[src/rtl/mem_writeback_pkg.sv]
// Shared definitions for the writeback stage: bus widths and FSM state encoding.
package mem_writeback_pkg;

  localparam int unsigned WORD_W = 32;
  localparam int unsigned HALF_W = 16;
  localparam int unsigned REG_AW = 4;

  typedef enum logic [1:0] {
    WB_IDLE = 2'd0,
    WB_WAIT = 2'd1,
    WB_LO   = 2'd2,
    WB_HI   = 2'd3
  } wb_state_e;

endpackage

[src/rtl/mem_writeback_half_assembler.sv]
// Holds the low half of a split load and emits the full word when the high half arrives.
module half_assembler #(
  parameter int unsigned HALF_W = mem_writeback_pkg::HALF_W
) (
  input  logic                clk_i,
  input  logic                rst_ni,
  input  logic                lo_strobe_i,
  input  logic                hi_strobe_i,
  input  logic [HALF_W-1:0]   half_i,
  output logic [2*HALF_W-1:0] word_c
);

  logic [HALF_W-1:0] lo_q;
  logic [HALF_W-1:0] lo_d;

  always_comb begin
    lo_d = lo_q;
    if (lo_strobe_i) begin
      lo_d = half_i;
    end
  end

  // Word is only meaningful while the high half is on the bus.
  always_comb begin
    word_c = '0;
    if (hi_strobe_i) begin
      word_c = {half_i, lo_q};
    end
  end

  always_ff @(posedge clk_i or negedge rst_ni) begin
    if (!rst_ni) begin
      lo_q <= '0;
    end else begin
      lo_q <= lo_d;
    end
  end

endmodule

[src/rtl/mem_writeback.sv]
// Writeback stage: commits ALU results immediately, or sequences a two-half load
// from data memory before writing the register file and stack pointer.
module mem_writeback #(
  parameter int unsigned DATA_W = mem_writeback_pkg::WORD_W,
  parameter int unsigned HALF_W = mem_writeback_pkg::HALF_W,
  parameter int unsigned REG_AW = mem_writeback_pkg::REG_AW,
  parameter int unsigned RD_LAT = 1
) (
  input  logic              clk_i,
  input  logic              rst_ni,
  input  logic              valid_i,
  input  logic              mem_re_i,
  input  logic              mem_to_reg_i,
  input  logic [DATA_W-1:0] data_calc_i,
  input  logic [REG_AW-1:0] rf_wr_select_i,
  input  logic              rf_wr_en_i,
  input  logic [DATA_W-1:0] sp_i,
  input  logic              rf_sp_wr_en_i,
  input  logic [HALF_W-1:0] mem_rdata_i,
  output logic [DATA_W-1:0] rf_wr_data_o,
  output logic [REG_AW-1:0] rf_wr_addr_o,
  output logic              rf_wr_en_o,
  output logic [DATA_W-1:0] rf_sp_data_o,
  output logic              rf_sp_wr_en_o,
  output logic              busy_o,
  output logic              pend_valid_o,
  output logic [REG_AW-1:0] pend_addr_o
);

  import mem_writeback_pkg::*;

  if (DATA_W != 2 * HALF_W || (RD_LAT != 1 && RD_LAT != 2)) begin : g_bad_param
    $error("mem_writeback: DATA_W must be 2*HALF_W and RD_LAT must be 1 or 2");
  end

  wb_state_e state_q, state_d;

  logic              f_m2r_q, f_m2r_d;
  logic [DATA_W-1:0] f_calc_q, f_calc_d;
  logic [REG_AW-1:0] f_addr_q, f_addr_d;
  logic              f_en_q, f_en_d;
  logic [DATA_W-1:0] f_sp_q, f_sp_d;
  logic              f_sp_en_q, f_sp_en_d;

  logic [DATA_W-1:0] rf_wr_data_q, rf_wr_data_d;
  logic [REG_AW-1:0] rf_wr_addr_q, rf_wr_addr_d;
  logic              rf_wr_en_q, rf_wr_en_d;
  logic [DATA_W-1:0] rf_sp_data_q, rf_sp_data_d;
  logic              rf_sp_wr_en_q, rf_sp_wr_en_d;
  logic              busy_q, busy_d;
  logic              pend_valid_q, pend_valid_d;
  logic [REG_AW-1:0] pend_addr_q, pend_addr_d;

  logic              accept_c;
  logic              lo_strobe_c;
  logic              hi_strobe_c;
  logic [DATA_W-1:0] word_c;

  half_assembler #(
    .HALF_W (HALF_W)
  ) u_half_assembler (
    .clk_i       (clk_i),
    .rst_ni      (rst_ni),
    .lo_strobe_i (lo_strobe_c),
    .hi_strobe_i (hi_strobe_c),
    .half_i      (mem_rdata_i),
    .word_c      (word_c)
  );

  // busy_q still covers the commit cycle, so a valid_i there is also dropped.
  assign accept_c = valid_i && (state_q == WB_IDLE) && !busy_q;

  always_comb begin
    state_d       = state_q;
    f_m2r_d       = f_m2r_q;
    f_calc_d      = f_calc_q;
    f_addr_d      = f_addr_q;
    f_en_d        = f_en_q;
    f_sp_d        = f_sp_q;
    f_sp_en_d     = f_sp_en_q;
    rf_wr_data_d  = rf_wr_data_q;
    rf_wr_addr_d  = rf_wr_addr_q;
    rf_wr_en_d    = 1'b0;
    rf_sp_data_d  = rf_sp_data_q;
    rf_sp_wr_en_d = 1'b0;
    busy_d        = 1'b0;
    pend_valid_d  = 1'b0;
    pend_addr_d   = pend_addr_q;
    lo_strobe_c   = 1'b0;
    hi_strobe_c   = 1'b0;

    unique case (state_q)
      WB_IDLE: begin
        if (accept_c) begin
          f_m2r_d   = mem_to_reg_i;
          f_calc_d  = data_calc_i;
          f_addr_d  = rf_wr_select_i;
          f_en_d    = rf_wr_en_i;
          f_sp_d    = sp_i;
          f_sp_en_d = rf_sp_wr_en_i;
          if (mem_re_i) begin
            state_d      = (RD_LAT == 1) ? WB_LO : WB_WAIT;
            busy_d       = 1'b1;
            pend_valid_d = rf_wr_en_i && mem_to_reg_i;
            pend_addr_d  = rf_wr_select_i;
          end else begin
            rf_wr_en_d    = rf_wr_en_i;
            rf_wr_data_d  = data_calc_i;
            rf_wr_addr_d  = rf_wr_select_i;
            rf_sp_wr_en_d = rf_sp_wr_en_i;
            rf_sp_data_d  = sp_i;
          end
        end
      end
      WB_WAIT: begin
        state_d      = WB_LO;
        busy_d       = 1'b1;
        pend_valid_d = f_en_q && f_m2r_q;
      end
      WB_LO: begin
        lo_strobe_c  = 1'b1;
        state_d      = WB_HI;
        busy_d       = 1'b1;
        pend_valid_d = f_en_q && f_m2r_q;
      end
      WB_HI: begin
        hi_strobe_c   = 1'b1;
        state_d       = WB_IDLE;
        busy_d        = 1'b1;
        pend_valid_d  = f_en_q && f_m2r_q;
        rf_wr_en_d    = f_en_q;
        rf_wr_data_d  = f_m2r_q ? word_c : f_calc_q;
        rf_wr_addr_d  = f_addr_q;
        rf_sp_wr_en_d = f_sp_en_q;
        rf_sp_data_d  = f_sp_q;
      end
      default: state_d = WB_IDLE;
    endcase
  end

  always_ff @(posedge clk_i or negedge rst_ni) begin
    if (!rst_ni) begin
      state_q       <= WB_IDLE;
      f_m2r_q       <= 1'b0;
      f_calc_q      <= '0;
      f_addr_q      <= '0;
      f_en_q        <= 1'b0;
      f_sp_q        <= '0;
      f_sp_en_q     <= 1'b0;
      rf_wr_data_q  <= '0;
      rf_wr_addr_q  <= '0;
      rf_wr_en_q    <= 1'b0;
      rf_sp_data_q  <= '0;
      rf_sp_wr_en_q <= 1'b0;
      busy_q        <= 1'b0;
      pend_valid_q  <= 1'b0;
      pend_addr_q   <= '0;
    end else begin
      state_q       <= state_d;
      f_m2r_q       <= f_m2r_d;
      f_calc_q      <= f_calc_d;
      f_addr_q      <= f_addr_d;
      f_en_q        <= f_en_d;
      f_sp_q        <= f_sp_d;
      f_sp_en_q     <= f_sp_en_d;
      rf_wr_data_q  <= rf_wr_data_d;
      rf_wr_addr_q  <= rf_wr_addr_d;
      rf_wr_en_q    <= rf_wr_en_d;
      rf_sp_data_q  <= rf_sp_data_d;
      rf_sp_wr_en_q <= rf_sp_wr_en_d;
      busy_q        <= busy_d;
      pend_valid_q  <= pend_valid_d;
      pend_addr_q   <= pend_addr_d;
    end
  end

  assign rf_wr_data_o  = rf_wr_data_q;
  assign rf_wr_addr_o  = rf_wr_addr_q;
  assign rf_wr_en_o    = rf_wr_en_q;
  assign rf_sp_data_o  = rf_sp_data_q;
  assign rf_sp_wr_en_o = rf_sp_wr_en_q;
  assign busy_o        = busy_q;
  assign pend_valid_o  = pend_valid_q;
  assign pend_addr_o   = pend_addr_q;

endmodule

[config.mk]
export PLATFORM = sky130hd
export DESIGN_NAME = mem_writeback
export DESIGN_NICKNAME = d
export VERILOG_FILES = /design/src/rtl/mem_writeback_pkg.sv /design/src/rtl/mem_writeback_half_assembler.sv /design/src/rtl/mem_writeback.sv
export SDC_FILE = /design/constraint.sdc
export NUM_CORES = 1
export LEC_CHECK = 0
export CAP_MARGIN = 20
export CORE_MARGIN = 2
export CORE_UTILIZATION = 35
export CTS_BUF_LIST = sky130_fd_sc_hd__clkbuf_8
export DETAILED_ROUTE_END_ITERATION = 10
export GPL_TIMING_DRIVEN = 0
export PLACE_DENSITY_LB_ADDON = 0.08
export SETUP_SLACK_MARGIN = 0.02
export SYNTH_ARGS = -nofsm -noshare
export SYNTH_HDL_FRONTEND = slang
export SYNTH_SLANG_ARGS = --single-unit
[constraint.sdc]
create_clock -name clk_i -period 2.4 [get_ports clk_i]
set_input_delay 0.72 -clock clk_i [delete_from_list [all_inputs] [get_ports clk_i]]
set_output_delay 0.72 -clock clk_i [all_outputs]
set_load 0.05 [all_outputs]
==> results.py, run 1 <==
metrics = {
    "floorplan": {
        "initial_utilization": 0.353,
        "die_y_um": 149,
        "design.core.area_mm2": 0.0208,
        "fp.dieW_um": 149,
        "io_pins": 167,
        "fp.dieArea_mm2": 0.0222,
        "rows": 53,
    },
    "outcome": {
        "status": "completed",
    },
    "detailed_routing": {
        "wl_met2_um": 8900,
        "routed.top_layer": "met5",
        "drc": 0,
        "viasPerCell": 4.84,
        "dr_wl_met3_um": 1100,
        "drt_pass1_iterations": 4,
        "ant_nets": 0,
        "wl_met1_um": 8110,
        "drt-total-wl_um": 18300,
        "drt_iter0_markers": 148,
        "post_drt_wl_per_cell_um": 18.6,
        "vias": 4768,
    },
    "timing": {
        "timing.fmax_ghz": 0.458,
        "drv_slew": 0,
        "relSlewSlack": 0.531,
        "period_minus_slack_ns": 2.18,
        "worst_pin_slew_ns": 0.704,
        "fin_skew_ns": 0.0126,
        "post-route-period-util": 0.910,
        "holdWs_ns": 0.281,
        "rsz0062_at_grt": "false",
        "hold_viol_final": 0,
        "setup_viol": 0,
    },
    "power": {
        "switching_share": 0.413,
        "p_leak_nw": 4.68,
        "clkPwrFrac": 0.148,
        "powerDensity_mw_per_mm2": 1520,
        "power_mw": 15.0,
        "seqPwrFrac": 0.325,
        "internal_power_mw": 8.80,
        "ir_worst_vdd_uv": 628,
        "comb_power_share": 0.527,
        "p_switching_mw": 6.19,
    },
    "final_layout": {
        "area_growth_pct": 34.3,
        "antennaDiodeCount": 0,
        "fill_cells": 1886,
        "layout-drive-gt1-share": 0.359,
        "final_area_mm2": 0.00988,
        "fin_util": 0.475,
        "finish.net_count": 794,
        "multi_input_area_mm2": 0.00305,
        "layout.area.seq_mm2": 0.00413,
    },
    "yosys": {
        "synth_edf_count": 0,
        "synth_commonest_cells": "mux2_2, dfrtp_1, nor2_1",
        "synth_top_cell_by_area": "dfrtp_1",
        "synth_warnings": 0,
        "synth_fp_nets": 608,
        "synth_seq_cells": 165,
        "syn_area_per_cell_um2": 14.4,
        "ys_types": 21,
        "ys_seq_area_frac": 0.561,
        "synth.top_cell.area_share": 0.561,
        "async_reset_ff_frac": 1.00,
        "synthTopCellsByArea": "dfrtp_1, mux2_2, mux2i_1",
        "synth.most_common_cell": "mux2_2",
        "netlist_area_mm2": 0.00736,
        "synthFlopType": "dfrtp_1",
        "synthCells": 512,
    },
    "global_routing": {
        "grt_max_degree": 91,
        "first_global_vias": 5066,
        "antenna_found_initial": 1,
        "track_usage": 0.171,
        "grt_first_pass_wirelength_um": 28700,
        "gr-total-overflow": 0,
    },
    "place": {
        "place_congestion": 0.775,
        "dpl_cell_area_mm2": 0.00939,
        "io_buffers": 166,
        "hpwl_um": 12900,
    },
    "critical_path": {
        "worstPathArrival_ns": 2.51,
        "critPathLaunchType": "register",
        "cp-end-kind": "register",
        "crit_fanout": 10,
        "crit_type": "reg2reg",
        "cp_data_required_time_ns": 2.73,
        "ff2ff_setup_slack_ns": 0.22,
    },
    "flow_run": {
        "maxCapViolCount": 0,
    },
    "clock_network": {
        "ctsResizeCount": 40,
        "cts_buffer_depth": 2,
        "cts_tree": "yes",
        "cts_post_setup_buffers_inserted": 0,
        "cts_made_buffers": 17,
        "clkTransAtPathRegs_ns": 0.09,
        "cts.hold.buffers_added": 0,
        "cts-root-buf": "clkbuf_8",
        "clock_sinks": 165,
        "cts_max_level": 4,
        "insertion_delay_ns": 0.45,
    },
    "min_path": {
        "min_path_type": "in2async",
    },
}
-- per-stage QoR --
stage                     worst slack, ns  TNS (ns)  std cells
after global placement              -6.39  -1071.13        953
after detailed placement           -0.305    -24.35        954
after floorplan                     0.536         0        512
after global routing               0.0324         0        985
after CTS                          0.0202         0        985
final                               0.216         0        985
-- power groups by stage --
stage	clock, mW	combinational (mW)	sequential, mW
after floorplan	0	3.62	7.03
after global placement	0	8.14	4.90
after detailed placement	0	8.26	4.95
after CTS	2.31	8.04	4.89
after global routing	2.44	8.40	5.05
final	2.22	7.90	4.86
-- cells in the final DEF, fill, tap and decap left out --
cell type	n
mux2_2	176
dfrtp_1	165
clkdlybuf4s50_1	89
dlygate4sd2_1	40
dlymetal6s2s_1	36
nor2_1	34
mux2i_1	33
a21oi_1	32
buf_2	21
mux2_4	20
clkbuf_8	19
clkbuf_1	6
ha_1	5
inv_1	4
bufinv_16	4
nand2_1	3
buf_6	3
clkinv_4	3
nand3b_1	2
buf_1	2
clkinvlp_4	2
buf_4	1
and4bb_1	1
a22oi_1	1
a32oi_1	1
or2_2	1
o22ai_1	1
a21oi_4	1
inv_6	1
clkinv_2	1
buf_8	1
buf_16	1
-- routing by layer --
metal  track usage  up-vias
li1              -     2194
met1         0.221     2433
met2         0.278      123
met3        0.0572       16
met4        0.0462        2
met5             0        -
-- state kept, by name, indices dropped and copies added, names as in the netlist, 2 cells and up --
| signal | count |
|---|---|
| f_calc_q | 32 |
| f_sp_q | 32 |
| rf_sp_data_o | 32 |
| rf_wr_data_o | 32 |
| u_half_assembler.lo_q | 16 |
| f_addr_q | 4 |
| pend_addr_o | 4 |
| rf_wr_addr_o | 4 |
| state_q | 2 |
-- logic make-up (layout without fill, tap and decap cells) --
group / count (synthesis) / after routing / synth area share
compound gates: 36 / 36 / 0.0260
fa+ha+maj: 5 / 5 / 0.00850
buf+inv: 36 / 234 / 0.0255
flops: 165 / 165 / 0.561
mux: 229 / 229 / 0.355
simple gates: 41 / 41 / 0.0235
-- final timing paths --
check | start | cells after the start | to
min | rst_ni | 1 | rf_wr_data_o[18]
min in group clk_i | rf_sp_data_o[7] | 1 | rf_sp_data_o[7]
max | state_q[0] | 7 | rf_wr_data_o[27]
max reg2reg | state_q[0] | 7 | rf_wr_data_o[27]
min reg2reg | rf_sp_data_o[7] | 1 | rf_sp_data_o[7]
max in group asynchronous | rst_ni | 2 | busy_o
-- area by class of cell --
cell class,instances,area share
timing repair buffer,167,0.175
tap,275,0.0348
inverter,3,0.00114
clock buffer,19,0.0265
multi-input combinational,311,0.308
clock inverter,12,0.0181
sequential,165,0.418
buffer,33,0.0179
-- critical path: stages (launching register included) --
cell	delay, ns
dfrtp_1	0.41
inv_1	0.10
ha_1	0.29
and4bb_1	0.28
a21oi_4	0.24
buf_6	0.22
buf_6	0.22
mux2_4	0.31
Power figures use the tool's default switching activity.
==> run 2: changes to the inputs <==
--- a/config.mk
+++ b/config.mk
@@ -6,13 +6,11 @@
 export NUM_CORES = 1
 export LEC_CHECK = 0
 export CAP_MARGIN = 20
-export CORE_MARGIN = 2
 export CORE_UTILIZATION = 35
 export CTS_BUF_LIST = sky130_fd_sc_hd__clkbuf_8
 export DETAILED_ROUTE_END_ITERATION = 10
 export GPL_TIMING_DRIVEN = 0
 export PLACE_DENSITY_LB_ADDON = 0.08
-export SETUP_SLACK_MARGIN = 0.02
 export SYNTH_ARGS = -nofsm -noshare
 export SYNTH_HDL_FRONTEND = slang
 export SYNTH_SLANG_ARGS = --single-unit
==> results.py, run 2 (synthesis results as in run 1) <==
metrics = {
    "timing": {
        "drv_slew": 0,
        "hold_viol_final": 0,
        "period_minus_slack_ns": 2.33,
        "fin_skew_ns": 0.0155,
        "worst_pin_slew_ns": 0.629,
        "relSlewSlack": 0.581,
        "post-route-period-util": 0.972,
        "setup_tns_ns": 0,
        "rsz0062_at_grt": "false",
        "setup_viol": 0,
        "holdWs_ns": 0.232,
        "timing.fmax_ghz": 0.429,
    },
    "global_routing": {
        "gr-total-overflow": 0,
        "grt_max_degree": 92,
        "first_global_vias": 5094,
        "grt_first_pass_wirelength_um": 28400,
        "antenna_found_initial": 0,
        "track_usage": 0.172,
    },
    "power": {
        "p_leak_nw": 4.65,
        "comb_power_share": 0.541,
        "switching_share": 0.414,
        "clkPwrFrac": 0.133,
        "p_switching_mw": 6.19,
        "seqPwrFrac": 0.326,
        "internal_power_mw": 8.76,
        "powerDensity_mw_per_mm2": 1510,
        "power_mw": 14.9,
        "ir_worst_vdd_uv": 623,
    },
    "outcome": {
        "status": "completed",
    },
    "clock_network": {
        "clock_sinks": 165,
        "clkTransAtPathRegs_ns": 0.09,
        "cts_tree": "yes",
        "cts.hold.buffers_added": 0,
        "cts_post_setup_buffers_inserted": 0,
        "cts_buffer_depth": 2,
        "insertion_delay_ns": 0.44,
        "cts_made_buffers": 17,
        "cts-root-buf": "clkbuf_8",
        "cts_max_level": 4,
    },
    "final_layout": {
        "antennaDiodeCount": 0,
        "final_cell_mix": "mux2_2, dfrtp_1, clkdlybuf4s50_1, dlymetal6s2s_1, nor2_1",
        "finish.net_count": 794,
        "layout-drive-gt1-share": 0.359,
        "fin_util": 0.484,
        "final_area_mm2": 0.00988,
        "area_growth_pct": 34.3,
        "final_common_cell": "mux2_2",
    },
    "critical_path": {
        "path_delay_family": "buffers and inverters",
        "cp_data_required_time_ns": 1.68,
        "crit_path_top_delay_cell": "clkdlybuf4s50_1",
        "crit_type": "reg2out",
        "cp-startpoint": "rf_sp_data_o[2]",
        "crit_fanout": 2,
        "cp-end-kind": "output port",
        "crit_buf_inv": 1,
        "worstPathArrival_ns": 1.61,
        "crit_path_max_incr_delay_ns": 0.81,
        "r2r_start": "state_q[1]",
        "crit_chain": "clkdlybuf4s50_1",
        "critPathLaunchType": "register",
    },
    "flow_run": {
        "maxCapViolCount": 0,
    },
    "floorplan": {
        "io_pins": 167,
        "fp.dieW_um": 147,
        "initial_utilization": 0.360,
        "die_y_um": 147,
        "rows": 52,
        "fp.dieArea_mm2": 0.0216,
        "design.core.area_mm2": 0.0204,
    },
    "detailed_routing": {
        "drc": 0,
        "drt_pass1_iterations": 6,
        "drt_iter0_markers": 164,
        "drt-total-wl_um": 17800,
        "ant_nets": 0,
        "post_drt_wl_per_cell_um": 18.1,
        "vias": 4692,
        "viasPerCell": 4.78,
    },
    "min_path": {
        "min_path_type": "in2async",
    },
    "place": {
        "hpwl_um": 12700,
        "place_congestion": 0.766,
        "dpl_cell_area_mm2": 0.00939,
        "io_buffers": 166,
    },
}
==> run 2: cell count changes in the layout (fill, tap and decap cells not counted), sizes merged <==
cell	delta
dlygate4sd2	-39
clkdlybuf4s50	+32
dlymetal6s2s	+7
inv	+5
bufinv	-2
clkbuf	-2
clkinv	-1
clkinvlp	+1
==> run 2: final timing paths <==
check                      slack (ns)  cells after the start                to
setup / recovery                 0.07                      1   rf_sp_data_o[2]
hold / removal                   0.23                      1  rf_wr_data_o[15]
setup reg to reg                 0.23                      7  rf_wr_data_o[26]
hold reg to reg                  0.51                      1         f_sp_q[7]
max in group asynchronous        1.30                      2   rf_wr_addr_o[3]
min in group clk_i               0.51                      1         f_sp_q[7]
==> run 2: power groups by stage <==
stage / combinational, mW / clock [mW] / sequential, mW
after global routing: 8.61 / 2.19 / 5.07
final: 8.09 / 1.99 / 4.87
after CTS: 8.26 / 2.07 / 4.90
after floorplan: 3.62 / 0 / 7.03
after detailed placement: 8.24 / 0 / 4.95
after global placement: 8.13 / 0 / 4.90
==> run 2: cell type report <==
class / instances / area, um^2
flip-flops and latches: 165 / 4130
clock inverters: 15 / 153
multi-input cells: 311 / 3040
clock buffers: 17 / 234
plain buffers: 33 / 176
fillers: 1856 / 10500
well taps: 270 / 338
inverters: 3 / 11.3
repair buffers: 167 / 1800
==> run 2: stage by stage <==
step / worst slack, ns / instances
after floorplan: 0.536 / 512
after global placement: -6.39 / 948
after detailed placement: -0.238 / 949
after CTS: 0.00305 / 981
after global routing: 0.00000722 / 981
final: 0.0670 / 981
==> run 2: routing by layer <==
| metal | routed length (um) | GRT usage |
|---|---|---|
| met5 | 0 | 0 |
| met4 | 167 | 0.0428 |
| met3 | 1090 | 0.0522 |
| met2 | 8530 | 0.285 |
| met1 | 7990 | 0.220 |
==> run 2: what timing repair did <==
| action | CTS | global route |
|---|---|---|
| resized for setup | 1 | 43 |
| cloned | 0 | 0 |
| setup endpoints to repair | 1 | 43 |
==> run 3: changes to the inputs <==
--- a/config.mk
+++ b/config.mk
@@ -14,3 +14,4 @@
 export SYNTH_ARGS = -nofsm -noshare
 export SYNTH_HDL_FRONTEND = slang
 export SYNTH_SLANG_ARGS = --single-unit
+export TNS_END_PERCENT = 50
==> results of run 3 <==
Same layout as run 2: the final DEF is identical, and so are final timing and power.
